`src/rtl/ahb_pkg.sv`:
```
// Shared AHB-Lite encodings and default bus widths for master, slave and bench code.
// The width macros keep a project-level override but fall back to 32-bit buses.
`ifndef AHB_ADDR_WIDTH
`define AHB_ADDR_WIDTH 32
`endif
`ifndef AHB_DATA_WIDTH
`define AHB_DATA_WIDTH 32
`endif

package ahb_pkg;

    typedef enum logic [1:0] {
        HTRANS_IDLE   = 2'b00,
        HTRANS_BUSY   = 2'b01,
        HTRANS_NONSEQ = 2'b10,
        HTRANS_SEQ    = 2'b11
    } htrans_e;

    typedef enum logic [2:0] {
        HBURST_SINGLE = 3'b000,
        HBURST_INCR   = 3'b001,
        HBURST_WRAP4  = 3'b010,
        HBURST_INCR4  = 3'b011,
        HBURST_WRAP8  = 3'b100,
        HBURST_INCR8  = 3'b101,
        HBURST_WRAP16 = 3'b110,
        HBURST_INCR16 = 3'b111
    } hburst_e;

    typedef enum logic [2:0] {
        HSIZE_BYTE  = 3'b000,
        HSIZE_HALF  = 3'b001,
        HSIZE_WORD  = 3'b010,
        HSIZE_DWORD = 3'b011,
        HSIZE_4W    = 3'b100,
        HSIZE_8W    = 3'b101,
        HSIZE_16W   = 3'b110,
        HSIZE_32W   = 3'b111
    } hsize_e;

    localparam logic HRESP_OKAY  = 1'b0;
    localparam logic HRESP_ERROR = 1'b1;

endpackage

```
`src/rtl/ahb_master_ctrl.sv`:
```
// AHB-Lite initiator: turns a valid/ready command stream into SINGLE transfers with
// the next address phase overlapped on the current data phase, plus two-cycle ERROR handling.
module ahb_master_ctrl
    import ahb_pkg::*;
#(
    parameter int ADDR_WIDTH = `AHB_ADDR_WIDTH,
    parameter int DATA_WIDTH = `AHB_DATA_WIDTH
) (
    input  logic                    clk,
    input  logic                    rst,
    input  logic                    cmd_valid,
    output logic                    cmd_ready,
    input  logic                    cmd_write,
    input  logic [ADDR_WIDTH-1:0]   cmd_addr,
    input  logic [2:0]              cmd_size,
    input  logic [DATA_WIDTH-1:0]   cmd_wdata,
`ifdef AHB_PROT
    input  logic [3:0]              cmd_prot,
`endif
`ifdef AHB_WSTRB
    input  logic [DATA_WIDTH/8-1:0] cmd_strb,
`endif
    output logic                    rsp_valid,
    output logic [DATA_WIDTH-1:0]   rsp_rdata,
    output logic                    rsp_error,
    output logic [ADDR_WIDTH-1:0]   haddr,
    output logic [1:0]              htrans,
    output logic                    hwrite,
    output logic [2:0]              hsize,
    output logic [2:0]              hburst,
`ifdef AHB_PROT
    output logic [3:0]              hprot,
`endif
`ifdef AHB_WSTRB
    output logic [DATA_WIDTH/8-1:0] hwstrb,
`endif
    output logic [DATA_WIDTH-1:0]   hwdata,
    input  logic                    hready,
    input  logic                    hresp,
    input  logic [DATA_WIDTH-1:0]   hrdata
);

    // Address-phase stage
    logic                    aph_valid_reg, aph_valid_next;
    logic                    aph_write_reg, aph_write_next;
    logic [ADDR_WIDTH-1:0]   aph_addr_reg,  aph_addr_next;
    logic [2:0]              aph_size_reg,  aph_size_next;
    logic [DATA_WIDTH-1:0]   aph_wdata_reg, aph_wdata_next;
`ifdef AHB_PROT
    logic [3:0]              aph_prot_reg,  aph_prot_next;
`endif
`ifdef AHB_WSTRB
    logic [DATA_WIDTH/8-1:0] aph_strb_reg,  aph_strb_next;
    logic [DATA_WIDTH/8-1:0] dph_strb_reg,  dph_strb_next;
`endif
    // Data-phase stage
    logic                    dph_valid_reg, dph_valid_next;
    logic                    dph_write_reg, dph_write_next;
    logic [DATA_WIDTH-1:0]   dph_wdata_reg, dph_wdata_next;
    // Set during the first ERROR cycle; forces IDLE for the second one
    logic                    cancel_reg,    cancel_next;
    logic                    rsp_valid_reg, rsp_valid_next;
    logic                    rsp_error_reg, rsp_error_next;
    logic [DATA_WIDTH-1:0]   rsp_rdata_reg, rsp_rdata_next;
    logic                    accept;
    logic                    forward;

    assign cmd_ready = !rst && !cancel_reg && (!aph_valid_reg || hready);
    assign accept    = cmd_valid && cmd_ready;
    assign forward   = aph_valid_reg && !cancel_reg;

    always_comb begin
        aph_valid_next = aph_valid_reg;
        aph_write_next = aph_write_reg;
        aph_addr_next  = aph_addr_reg;
        aph_size_next  = aph_size_reg;
        aph_wdata_next = aph_wdata_reg;
`ifdef AHB_PROT
        aph_prot_next  = aph_prot_reg;
`endif
`ifdef AHB_WSTRB
        aph_strb_next  = aph_strb_reg;
        dph_strb_next  = dph_strb_reg;
`endif
        dph_valid_next = dph_valid_reg;
        dph_write_next = dph_write_reg;
        dph_wdata_next = dph_wdata_reg;
        cancel_next    = cancel_reg;
        rsp_valid_next = 1'b0;
        rsp_error_next = 1'b0;
        rsp_rdata_next = '0;

        if (hready) begin
            dph_valid_next = forward;
            if (forward) begin
                dph_write_next = aph_write_reg;
                dph_wdata_next = aph_wdata_reg;
`ifdef AHB_WSTRB
                dph_strb_next  = aph_strb_reg;
`endif
            end
            if (dph_valid_reg) begin
                rsp_valid_next = 1'b1;
                rsp_error_next = hresp;
                rsp_rdata_next = dph_write_reg ? '0 : hrdata;
            end
            // A cancelled command stays in the address stage to be reissued
            if (!cancel_reg) begin
                aph_valid_next = 1'b0;
            end
            cancel_next = 1'b0;
        end else if (hresp == HRESP_ERROR && dph_valid_reg) begin
            cancel_next = 1'b1;
        end

        if (accept) begin
            aph_valid_next = 1'b1;
            aph_write_next = cmd_write;
            aph_addr_next  = cmd_addr;
            aph_size_next  = cmd_size;
            aph_wdata_next = cmd_write ? cmd_wdata : '0;
`ifdef AHB_PROT
            aph_prot_next  = cmd_prot;
`endif
`ifdef AHB_WSTRB
            aph_strb_next  = cmd_write ? cmd_strb : '0;
`endif
        end
    end

    always_ff @(posedge clk) begin
        if (rst) begin
            aph_valid_reg <= 1'b0;
            aph_write_reg <= 1'b0;
            aph_addr_reg  <= '0;
            aph_size_reg  <= '0;
            aph_wdata_reg <= '0;
`ifdef AHB_PROT
            aph_prot_reg  <= '0;
`endif
`ifdef AHB_WSTRB
            aph_strb_reg  <= '0;
            dph_strb_reg  <= '0;
`endif
            dph_valid_reg <= 1'b0;
            dph_write_reg <= 1'b0;
            dph_wdata_reg <= '0;
            cancel_reg    <= 1'b0;
            rsp_valid_reg <= 1'b0;
            rsp_error_reg <= 1'b0;
            rsp_rdata_reg <= '0;
        end else begin
            aph_valid_reg <= aph_valid_next;
            aph_write_reg <= aph_write_next;
            aph_addr_reg  <= aph_addr_next;
            aph_size_reg  <= aph_size_next;
            aph_wdata_reg <= aph_wdata_next;
`ifdef AHB_PROT
            aph_prot_reg  <= aph_prot_next;
`endif
`ifdef AHB_WSTRB
            aph_strb_reg  <= aph_strb_next;
            dph_strb_reg  <= dph_strb_next;
`endif
            dph_valid_reg <= dph_valid_next;
            dph_write_reg <= dph_write_next;
            dph_wdata_reg <= dph_wdata_next;
            cancel_reg    <= cancel_next;
            rsp_valid_reg <= rsp_valid_next;
            rsp_error_reg <= rsp_error_next;
            rsp_rdata_reg <= rsp_rdata_next;
        end
    end

    assign haddr     = aph_addr_reg;
    assign htrans    = forward ? HTRANS_NONSEQ : HTRANS_IDLE;
    assign hwrite    = aph_write_reg;
    assign hsize     = aph_size_reg;
    assign hburst    = HBURST_SINGLE;
`ifdef AHB_PROT
    assign hprot     = aph_prot_reg;
`endif
`ifdef AHB_WSTRB
    assign hwstrb    = dph_strb_reg;
`endif
    assign hwdata    = dph_wdata_reg;
    assign rsp_valid = rsp_valid_reg;
    assign rsp_error = rsp_error_reg;
    assign rsp_rdata = rsp_rdata_reg;

endmodule

```
`config.mk`:
```
export PLATFORM = sky130hd
export DESIGN_NAME = ahb_master_ctrl
export DESIGN_NICKNAME = d
export VERILOG_FILES = /design/src/rtl/ahb_pkg.sv /design/src/rtl/ahb_master_ctrl.sv
export SDC_FILE = /design/constraint.sdc
export NUM_CORES = 1
export LEC_CHECK = 0
export BUFFER_PORTS_ARGS = -buffer_cell sky130_fd_sc_hd__buf_2
export CAP_MARGIN = 20
export CORE_ASPECT_RATIO = 1.75
export CORE_MARGIN = 5
export CORE_UTILIZATION = 30
export DETAILED_ROUTE_END_ITERATION = 8
export PLACE_DENSITY = 0.58
export RECOVER_POWER = 100
export SYNTH_ARGS = -nofsm -noshare
export SYNTH_HDL_FRONTEND = slang
export SYNTH_SLANG_ARGS = --single-unit
```
`constraint.sdc`:
```
create_clock -name clk -period 3.8 [get_ports clk]
set_input_delay 0.38 -clock clk [delete_from_list [all_inputs] [get_ports clk]]
set_output_delay 0.38 -clock clk [all_outputs]
set_load 0.05 [all_outputs]
```
# Word-level counts from Yosys, hierarchy flattened

Cells that the tools add are included.
Widths: inputs -> output; s select.

Memories: 0
Bits of input ports: 105
Output and inout port bits: 108
Logic and storage cells: 37
Register bits after elaboration: 138
Memory bits (read-only): 0
RAM bits: 0
Bits in latches: 0

Div/mod/pow operators: 0
Reduce and logical (&&, ||, !) cells: 16
$add $sub $neg: 0
Multipliers: 0
Bitwise gates (word level): 2
Magnitude comparators: 0
Mux-type cells: 6
Shift-type cells: 0
Eq/ne operators: 1

Operators by type and width:

| operator           | number |
|---|---|
| $mux 32            | 1 |
| $logic_and 1x1->1  | 5 |
| $mux 1             | 4 |
| $reduce_and 2->1   | 2 |
| $reduce_or 2->1    | 2 |
| $reduce_or 4->1    | 1 |
| $logic_not 1->1    | 3 |
| $reduce_or 3->1    | 1 |
| $mux 2             | 1 |
| $ne 2x1->1 const B | 1 |
| $not 1->1          | 2 |
| $reduce_bool 2->1  | 1 |
| $logic_or 1x1->1   | 1 |

# Logic depth before layout (Yosys ltp)

Gate-level depths: netlist of run 1.

Depth in word-level cells: 6
Gate-level depth with buffers: 6
Depth with buffers taken out: 3

# Least setup slack after synthesis of run 1

No wires, ideal clock.

Kind: in2out
Start point: input rst
End point: output cmd_ready
Stages on the path: 5
Path slack: 1.298 ns
Arrival time: 2.122 ns
Path through: buf_2 buf_2 clkbuf_1 buf_2 nor3_1

Longest elaborated chain between the ends: 3

RTL lines:

| what                            | line                  | RTL |
|---|---|---|
| start, declared                 | ahb_master_ctrl.sv:10 | `input logic rst,` |
| $logic_not 1->1                 | ahb_master_ctrl.sv:68 | `assign cmd_ready = !rst && !cancel_reg && (!aph_valid_reg \|\| hready);` |
| $logic_and 1x1->1 (2 in series) | ahb_master_ctrl.sv:68 |  |
| end, declared                   | ahb_master_ctrl.sv:12 | `output logic cmd_ready,` |

Every way passes these cells.

# Worst setup path in the final report of run 1

Start point: register aph_valid_reg
End point: output cmd_ready

Longest elaborated chain between the ends: 3

RTL lines:

| what                   | line                   | RTL |
|---|---|---|
| start, declared        | ahb_master_ctrl.sv:44  | `logic aph_valid_reg, aph_valid_next;` |
| start signal, assigned | ahb_master_ctrl.sv:153 | `aph_valid_reg <= aph_valid_next;` |
| $logic_not 1->1        | ahb_master_ctrl.sv:68  |  |
| $logic_or 1x1->1       | ahb_master_ctrl.sv:68  |  |
| $logic_and 1x1->1      | ahb_master_ctrl.sv:68  |  |

Every way passes these cells.

==> results.json, run 1 <==
{
  "setup_viol": 0,
  "layout_commonest_cell": "dfxtp_1",
  "htreeDepth": 4,
  "path_clk_slew_ns": 0.06,
  "ant_nets": 0,
  "fin_cells": 1039,
  "antennaDiodeCount": 0,
  "overflow": 0,
  "violations": "max-capacitance violations, max-slew violations",
  "vias": 4709,
  "postCtsSetupRepairBufs": 0,
  "hold_ws_ns": 0.166,
  "grt_start_max_net_pins": 79,
  "status": "finished with violations",
  "dp_hpwl_um": 9790,
  "ioPinCount": 213,
  "finalNetCount": 902,
  "cap_violations": 1,
  "relSlewSlack": -0.197,
  "port_buffers": 208,
  "yosys_register_bits": 138,
  "synth.yosys.warnings": 0,
  "fin_util": 0.399,
  "final_cell_mix": "138 x dfxtp_1, 106 x clkbuf_1, 105 x o21ai_0",
  "grt_usage": 0.146,
  "crit_start": "aph_valid_reg",
  "drt_wl_total_um": 15100,
  "dp.cells": 1009,
  "rr_startpoint": "cancel_reg",
  "fillers": 1907,
  "core_area_um2": 17400,
  "multi_input_area_um2": 2260,
  "die_area_um2": 20400,
  "die_h_um": 185,
  "drt_first_pass_iters": 4,
  "grt_pass1_wl_um": 23100,
  "fin_crit_sh": 0.709,
  "wl_per_cell_um": 14.5,
  "arrival_ns": 2.31,
  "synthTopCellsByArea": "dfxtp_1 52%, o21ai_0 9.8%, nor2b_1 8.4%",
  "start_util": 0.304,
  "crit_end": "cmd_ready",
  "cts_tree": "done",
  "gr-usage-met1": 0.162,
  "drt_iter0_markers": 199,
  "finalHoldViolCount": 0,
  "path_max_fanout": 68,
  "min_period_ns": 2.69,
  "fp-row-count": 64,
  "fmax_ghz": 0.371,
  "place.gp.congestion": 0.748,
  "worstHoldPathType": "in2reg",
  "netlist_area_um2": 5280,
  "post-route-cell-area_um2": 6940,
  "vdd_drop_max_uv": 246,
  "ys_types": 21,
  "cts.repair.resized": 0,
  "yosysTopAreaCellShare": 0.523,
  "worst_slew_pin_slew_ns": 1.79,
  "busiest_layer": "met2",
  "reg2reg_to": "hwdata[24]",
  "static-leakage-power_nw": 2.66,
  "syn_inst": 618,
  "regArea_um2": 2760,
  "finalMaxSlewViolations": 35,
  "cts_made_buffers": 17,
  "skew_ns": 0.00665,
  "pwr_density_cell_nw_per_um2": 531,
  "fp.dieW_um": 110,
  "clk_latency_ns": 0.41,
  "clk_path_buf_depth": 2,
  "rsz0062_at_grt": "no",
  "holdBufCountCts": 0,
  "cp-end-kind": "primary output",
  "yosysSeqAreaShare": 0.523,
  "syn_area_per_cell_um2": 8.54,
  "grt_use_met2": 0.247,
  "place_area_um2": 6450,
  "area_growth_pct": 31.5,
  "viasPerCell": 4.53,
  "r2r_slack_ns": 1.51,
  "cp-start-kind": "flip-flop",
  "grt_use_met3": 0.0486,
  "drive_gt1_frac": 0.178,
  "root_buffer": "clkbuf_16",
  "fin_setup_tns_ns": 0,
  "antenna_found_initial": 0,
  "drc": 0,
  "r2r_cells": 4,
  "grt_pass1_vias": 4600,
  "path_class": "reg2out",
  "required_ns": 3.42,
  "clock_sinks": 138,
  "yosysTopAreaCell": "dfxtp_1"
}
## per-stage QoR
| step | total power [mW] | setup slack (ns) |
|---|---|---|
| floorplan | 1.81 | 1.30 |
| global placement | 1.93 | 1.88 |
| detailed placement | 1.94 | 1.89 |
| CTS | 3.76 | 1.56 |
| global route | 3.85 | 0.930 |
| finish | 3.68 | 1.11 |
## critical path: stages (launching register included)
cell      delay (ns)
dfxtp_1         0.33
nor2b_4         0.13
clkbuf_2        0.75
nor3_1          0.37
buf_2           0.32
## where the power goes
group	switching, mW	total [mW]	leakage (nW)	internal, mW
combinational	0.268	0.373	1.24	0.105
sequential	0.0220	1.52	1.12	1.49
clock	0.618	1.80	0.305	1.18
total	0.908	3.68	2.66	2.78
## synth_stat cells
cell and count:
o21ai_1 3, dfxtp_1 138, buf_6 4, a21oi_1 36, nor3_1 3, mux2_2 1, or2_1 1, inv_1 1
and3b_1 1, and2_1 33, nor2b_1 71, o21ai_0 103, clkbuf_1 46, buf_4 5, nand3b_1 1, conb_1 1
o31ai_1 29, buf_2 4, nand2_1 99, nor2_1 2, nand2b_1 36
## routing by layer
metal | vias up | share of wire
li1 | 2377 | -
met5 | - | 0
met3 | 21 | 0.077
met1 | 2157 | 0.40
met4 | 0 | 0.024
met2 | 154 | 0.49
## worst min path at each step
stage	depth (start not counted)	end	start
6_report	2	rsp_rdata[30]	hrdata[30]
5_1_grt	2	rsp_rdata[30]	hrdata[30]
4_1_cts	2	rsp_rdata[16]	hrdata[16]
3_5_place_dp	2	hwdata[18]	aph_wdata_reg[18]
3_3_place_gp	2	hwdata[17]	aph_wdata_reg[17]
2_1_floorplan	2	hwdata[0]	aph_wdata_reg[0]
## cells by family (layout without fill, tap and decap cells)
family | count (synthesis) | count (layout) | share of synthesized area
AO/OA/AOI/OAI | 171 | 171 | 0.176
buffers and inverters | 60 | 247 | 0.0529
flip-flops | 138 | 138 | 0.523
multiplexers | 1 | 1 | 0.00213
other | 1 | 4 | 0.000711
AND/OR/NAND/NOR | 247 | 247 | 0.245
## cell type report
cell class	count	share of cell area
Clock buffer	19	0.0638
Multi-Input combinational cell	423	0.325
Timing Repair Buffer	216	0.142
Inverter	1	0.000541
Sequential cell	138	0.398
Tap cell	231	0.0417
Clock inverter	11	0.0283
Power figures use the tool's default switching activity.
==> run 2: changes to the inputs <==
- clock period: 3.8 -> 2.71 ns (I/O delays scaled with it)
==> run 2 against run 1 <==
Compared with the run above:
- the flow now finishes without violations
- final area shrank 0.25%
- critical path depth is the same
- cell count grew 0.38%
- non-clock buffer count grew 2
- hold slack lost 0.11 ns
- first-iteration DRC count shrank 9.0%
- count of clock-buffer cells in the layout grew 1
- core utilization shrank 0.10 points
- via count shrank 2.1%
- clock skew grew 0.0040 ns
- critical endpoint unchanged
- largest power group unchanged
==> results.json, run 2 (synthesis gave the netlist of run 1 again) <==
{
  "worst_path_largest_cell_delay_ns": 0.57,
  "clock_sinks": 138,
  "arrival_ns": 1.99,
  "p_int_mw": 3.84,
  "wl_per_cell_um": 14.2,
  "grt_usage": 0.145,
  "grt_pass1_vias": 4497,
  "fp.dieW_um": 110,
  "fin_crit_sh": 0.835,
  "cap_violations": 0,
  "cp-start-kind": "flip-flop",
  "overflow": 0,
  "die_h_um": 185,
  "antennaDiodeCount": 0,
  "ant_nets": 0,
  "drt_wl_total_um": 14900,
  "port_buffers": 208,
  "setup_slack_ns": 0.447,
  "viasPerCell": 4.42,
  "clk_latency_ns": 0.41,
  "cp_slowest_cell": "buf_4",
  "drt_iter0_markers": 181,
  "clkPwrFrac": 0.488,
  "core_area_um2": 17400,
  "start_util": 0.304,
  "status": "finished, final reports clean",
  "swShare": 0.255,
  "worst_slew_pin_slew_ns": 1.01,
  "crit_chain": "nor2b_1 > buf_4 > nor3_1 > clkbuf_1",
  "rr_startpoint": "cancel_reg",
  "p_sw_mw": 1.31,
  "die_area_um2": 20400,
  "drive_gt1_frac": 0.179,
  "worst_hold_path.endpoint": "rsp_rdata[16]",
  "r2r_slack_ns": 0.68,
  "rsz0062_at_grt": "no",
  "gr-usage-met1": 0.163,
  "worstHoldPathType": "in2reg",
  "pwr_density_cell_nw_per_um2": 745,
  "finalNetCount": 904,
  "antenna_found_initial": 1,
  "dp.cells": 1011,
  "busiest_layer": "met2",
  "area_growth_pct": 31.2,
  "cts_tree": "done",
  "holdBufCountCts": 0,
  "vdd_drop_max_uv": 341,
  "dp_hpwl_um": 9980,
  "static-leakage-power_nw": 2.66,
  "required_ns": 2.44,
  "setup_viol": 0,
  "skew_ns": 0.0106,
  "grt_use_met2": 0.245,
  "cp-end-kind": "primary output",
  "grt_pass1_wl_um": 23000,
  "fmax_ghz": 0.442,
  "htreeDepth": 4,
  "drc": 0,
  "fillers": 1913,
  "clk_path_buf_depth": 2,
  "seqPwrFrac": 0.412,
  "hold_start": "hrdata[16]",
  "fp-row-count": 64,
  "p_total_mw": 5.15,
  "grt_start_max_net_pins": 69,
  "fin_cells": 1043,
  "path_class": "reg2out",
  "drt_first_pass_iters": 4,
  "root_buffer": "clkbuf_16",
  "cts.repair.resized": 0,
  "relSlewSlack": 0.326,
  "p_comb_frac": 0.100,
  "finalMaxSlewViolations": 0,
  "ioPinCount": 213,
  "finalHoldViolCount": 0,
  "postCtsSetupRepairBufs": 0,
  "grt_use_met3": 0.0517,
  "pre_cts_slack_ns": 0.813,
  "reg2reg_to": "dph_write_reg",
  "path_max_fanout": 68,
  "vias": 4612,
  "fin_util": 0.398,
  "layout_commonest_cell": "dfxtp_1",
  "path_clk_slew_ns": 0.06,
  "min_period_ns": 2.26,
  "place.gp.congestion": 0.736,
  "r2r_cells": 4,
  "worstHoldPathCells": 2,
  "final_cell_mix": "138 x dfxtp_1, 108 x clkbuf_1, 106 x o21ai_0",
  "fin_setup_tns_ns": 0,
  "cts_made_buffers": 17
}
run 2: cell type report:
type,count,area [µm²],share of cell area
multi-input combinational,423,2250,0.325
clock buffer,20,457,0.0660
clock inverter,12,188,0.0271
tap,231,289,0.0418
inverter,1,3.75,0.000542
sequential,138,2760,0.399
timing repair buffer,218,972,0.140
run 2: per-stage QoR:
step,instance area [µm²],hold WS (ns)
after global routing,6920,0.0344
final,6920,0.0550
after global placement,6450,0.434
after CTS,7090,0.0261
after detailed placement,6450,0.437
after floorplan,5290,0.350
run 2: layer usage:
layer | part of all wire | routed length [µm] | up-vias
li1 | - | - | 2380
met1 | 0.39 | 5850 | 2070
met2 | 0.51 | 7600 | 154
met3 | 0.086 | 1280 | 6
met4 | 0.0081 | 121 | 2
met5 | 0.00087 | 13 | -
run 2: critical path: cells and delay by family, from the launching register on:
kind,cells,cell delay [ns]
flops,1,0.38
simple gates,2,0.29
buf+inv,2,0.91
run 2: how the worst max path moves through the flow:
stage                        from        end
floorplan                     rst  cmd_ready
global placement       cancel_reg  haddr[17]
detailed placement     cancel_reg  haddr[29]
CTS                 aph_valid_reg  cmd_ready
global route        aph_valid_reg  cmd_ready
finish              aph_valid_reg  cmd_ready
run 2: power by group through the flow:
stage	combinational, mW	clock (mW)	sequential [mW]
floorplan	0.216	0	2.32
global placement	0.542	0	2.17
detailed placement	0.542	0	2.17
CTS	0.543	2.59	2.13
global route	0.562	2.68	2.13
finish	0.516	2.51	2.13
==> run 3: changes to the inputs <==
- PLACE_DENSITY: 0.58 -> 0.6
- clock period: 2.71 -> 1.8 ns (I/O delays scaled with it)
==> run 3 against run 2 <==
Compared with the run above:
- power increased by 46%
- clock skew decreased by 0.0012 ns
- register-to-register slack got worse by 0.39 ns
- sequential cell count unchanged
- global-route usage increased by 0.33 points
- routed wire length increased by 5.7%
- sequential power increased by 50%
- critical endpoint unchanged
==> results.json, run 3 (synthesis gave the netlist of run 1 again) <==
{
  "layout_commonest_cell": "dfxtp_1",
  "worst_slew_pin_slew_ns": 0.750,
  "ioPinCount": 213,
  "min_period_ns": 1.64,
  "clk_latency_ns": 0.41,
  "drive_gt1_frac": 0.185,
  "path_class": "reg2out",
  "fillers": 1842,
  "worstHoldPathType": "in2reg",
  "fin_crit_sh": 0.910,
  "path_max_fanout": 17,
  "skew_ns": 0.00940,
  "rsz0062_at_grt": "no",
  "port_buffers": 208,
  "drt_iter0_markers": 254,
  "cts_made_buffers": 17,
  "cp-start-kind": "flip-flop",
  "arrival_ns": 1.46,
  "grt_start_max_net_pins": 69,
  "wl_per_cell_um": 14.4,
  "place.gp.congestion": 0.760,
  "grt_pass1_vias": 4829,
  "overflow": 0,
  "fin_setup_tns_ns": 0,
  "grt_pass1_wl_um": 23700,
  "htreeDepth": 4,
  "status": "finished, final reports clean",
  "vdd_drop_max_uv": 573,
  "die_h_um": 185,
  "place_area_um2": 6530,
  "cp-end-kind": "primary output",
  "cap_violations": 0,
  "die_area_um2": 20400,
  "required_ns": 1.62,
  "drt_first_pass_iters": 5,
  "antenna_found_initial": 4,
  "setup_viol": 0,
  "path_clk_slew_ns": 0.06,
  "finalNetCount": 953,
  "pwr_density_cell_nw_per_um2": 1010,
  "worst_path_largest_cell_delay_ns": 0.37,
  "drt_wl_total_um": 15700,
  "finalMaxSlewViolations": 0,
  "cts_tree": "done",
  "crit_family": "buffers and inverters",
  "cp_num_buf_inv": 2,
  "cp_slowest_cell": "dfxtp_1",
  "root_buffer": "clkbuf_16",
  "vias": 4882,
  "ant_nets": 0,
  "final_cell_mix": "138 x dfxtp_1, 105 x o21ai_0, 104 x clkbuf_1",
  "fp-row-count": 64,
  "crit_chain": "nor2b_4 > buf_12 > nor3_2 > buf_2",
  "post-route-cell-area_um2": 7420,
  "grt_usage": 0.148,
  "clk_path_buf_depth": 2,
  "start_util": 0.304,
  "drc": 0,
  "area_growth_pct": 40.5,
  "relSlewSlack": 0.500,
  "viasPerCell": 4.46,
  "fmax_ghz": 0.610,
  "dp_hpwl_um": 10100,
  "core_area_um2": 17400,
  "finalHoldViolCount": 0,
  "static-leakage-power_nw": 2.87,
  "fp.dieW_um": 110,
  "clock_sinks": 138
}
run 3: changes by cell type in the layout (fill, tap and decap cells not counted), sizes merged, moves of 2 or more:
cell	delta
clkinvlp	+2
buf	+8
inv	-2
diode	+4
bufinv	-2
dlygate4sd3	+39
run 3: worst paths after layout:
path	startpoint	to	slack [ns]	cells past startpoint
worst max-delay path	aph_valid_reg	cmd_ready	0.16	4
worst min-delay path	cmd_wdata[25]	aph_wdata_reg[25]	0.02	3
worst max register to register	cancel_reg	aph_wdata_reg[21]	0.29	4
worst min register to register	aph_wdata_reg[29]	hwdata[29]	0.44	2
run 3: final cells by class:
class / count / area (µm²) / area share
clock inverters: 11 / 123 / 0.0165
diodes: 4 / 10.0 / 0.00135
multi-input cells: 423 / 2260 / 0.305
flip-flops and latches: 138 / 2760 / 0.372
inverters: 1 / 3.75 / 0.000506
well taps: 231 / 289 / 0.0390
repair buffers: 267 / 1510 / 0.204
clock buffers: 19 / 453 / 0.0611
run 3: worst register-to-register path, cell delays in order (launching register included):
cell	delay, ns
dfxtp_1	0.36
nand2b_2	0.21
or2_2	0.32
buf_4	0.27
o31ai_1	0.28
run 3: per-layer routing:
layer  vias up  global-route usage  wire (µm)  part of all wire
met5         -                   0          0                 0
met4         0              0.0730        441             0.028
met3        22              0.0531       1230             0.078
met2       174               0.255       7850              0.50
met1      2198               0.158       6180              0.39
li1       2488                   -          -                 -
run 3: timing repair:
| action | 4_1_cts | 5_1_grt |
|---|---|---|
| setup endpoints to repair | 0 | 1 |
| hold buffers | 39 | 0 |
| setup buffers | 0 | 1 |
| endpoints found under the hold margin | 39 | 0 |
| resized for setup | 0 | 0 |
run 3: stage by stage:
stage          setup slack, ns  total power [mW]  hold slack (ns)  std cells  utilization
4_1_cts                 0.0350              7.61          0.00133       1087        0.431
5_1_grt                 0.0773              7.80           0.0181       1094        0.427
3_3_place_gp             0.337              4.09            0.379       1018        0.376
3_5_place_dp             0.307              4.10            0.381       1018        0.376
2_1_floorplan            0.126              3.82            0.259        621            -
6_report                 0.162              7.51           0.0233       1094        0.427
run 3: where the power goes:
part | internal, mW | total (mW) | switching (mW)
combinational | 0.303 | 0.890 | 0.587
sequential | 3.16 | 3.20 | 0.0460
clock | 2.10 | 3.42 | 1.33
total | 5.55 | 7.51 | 1.96
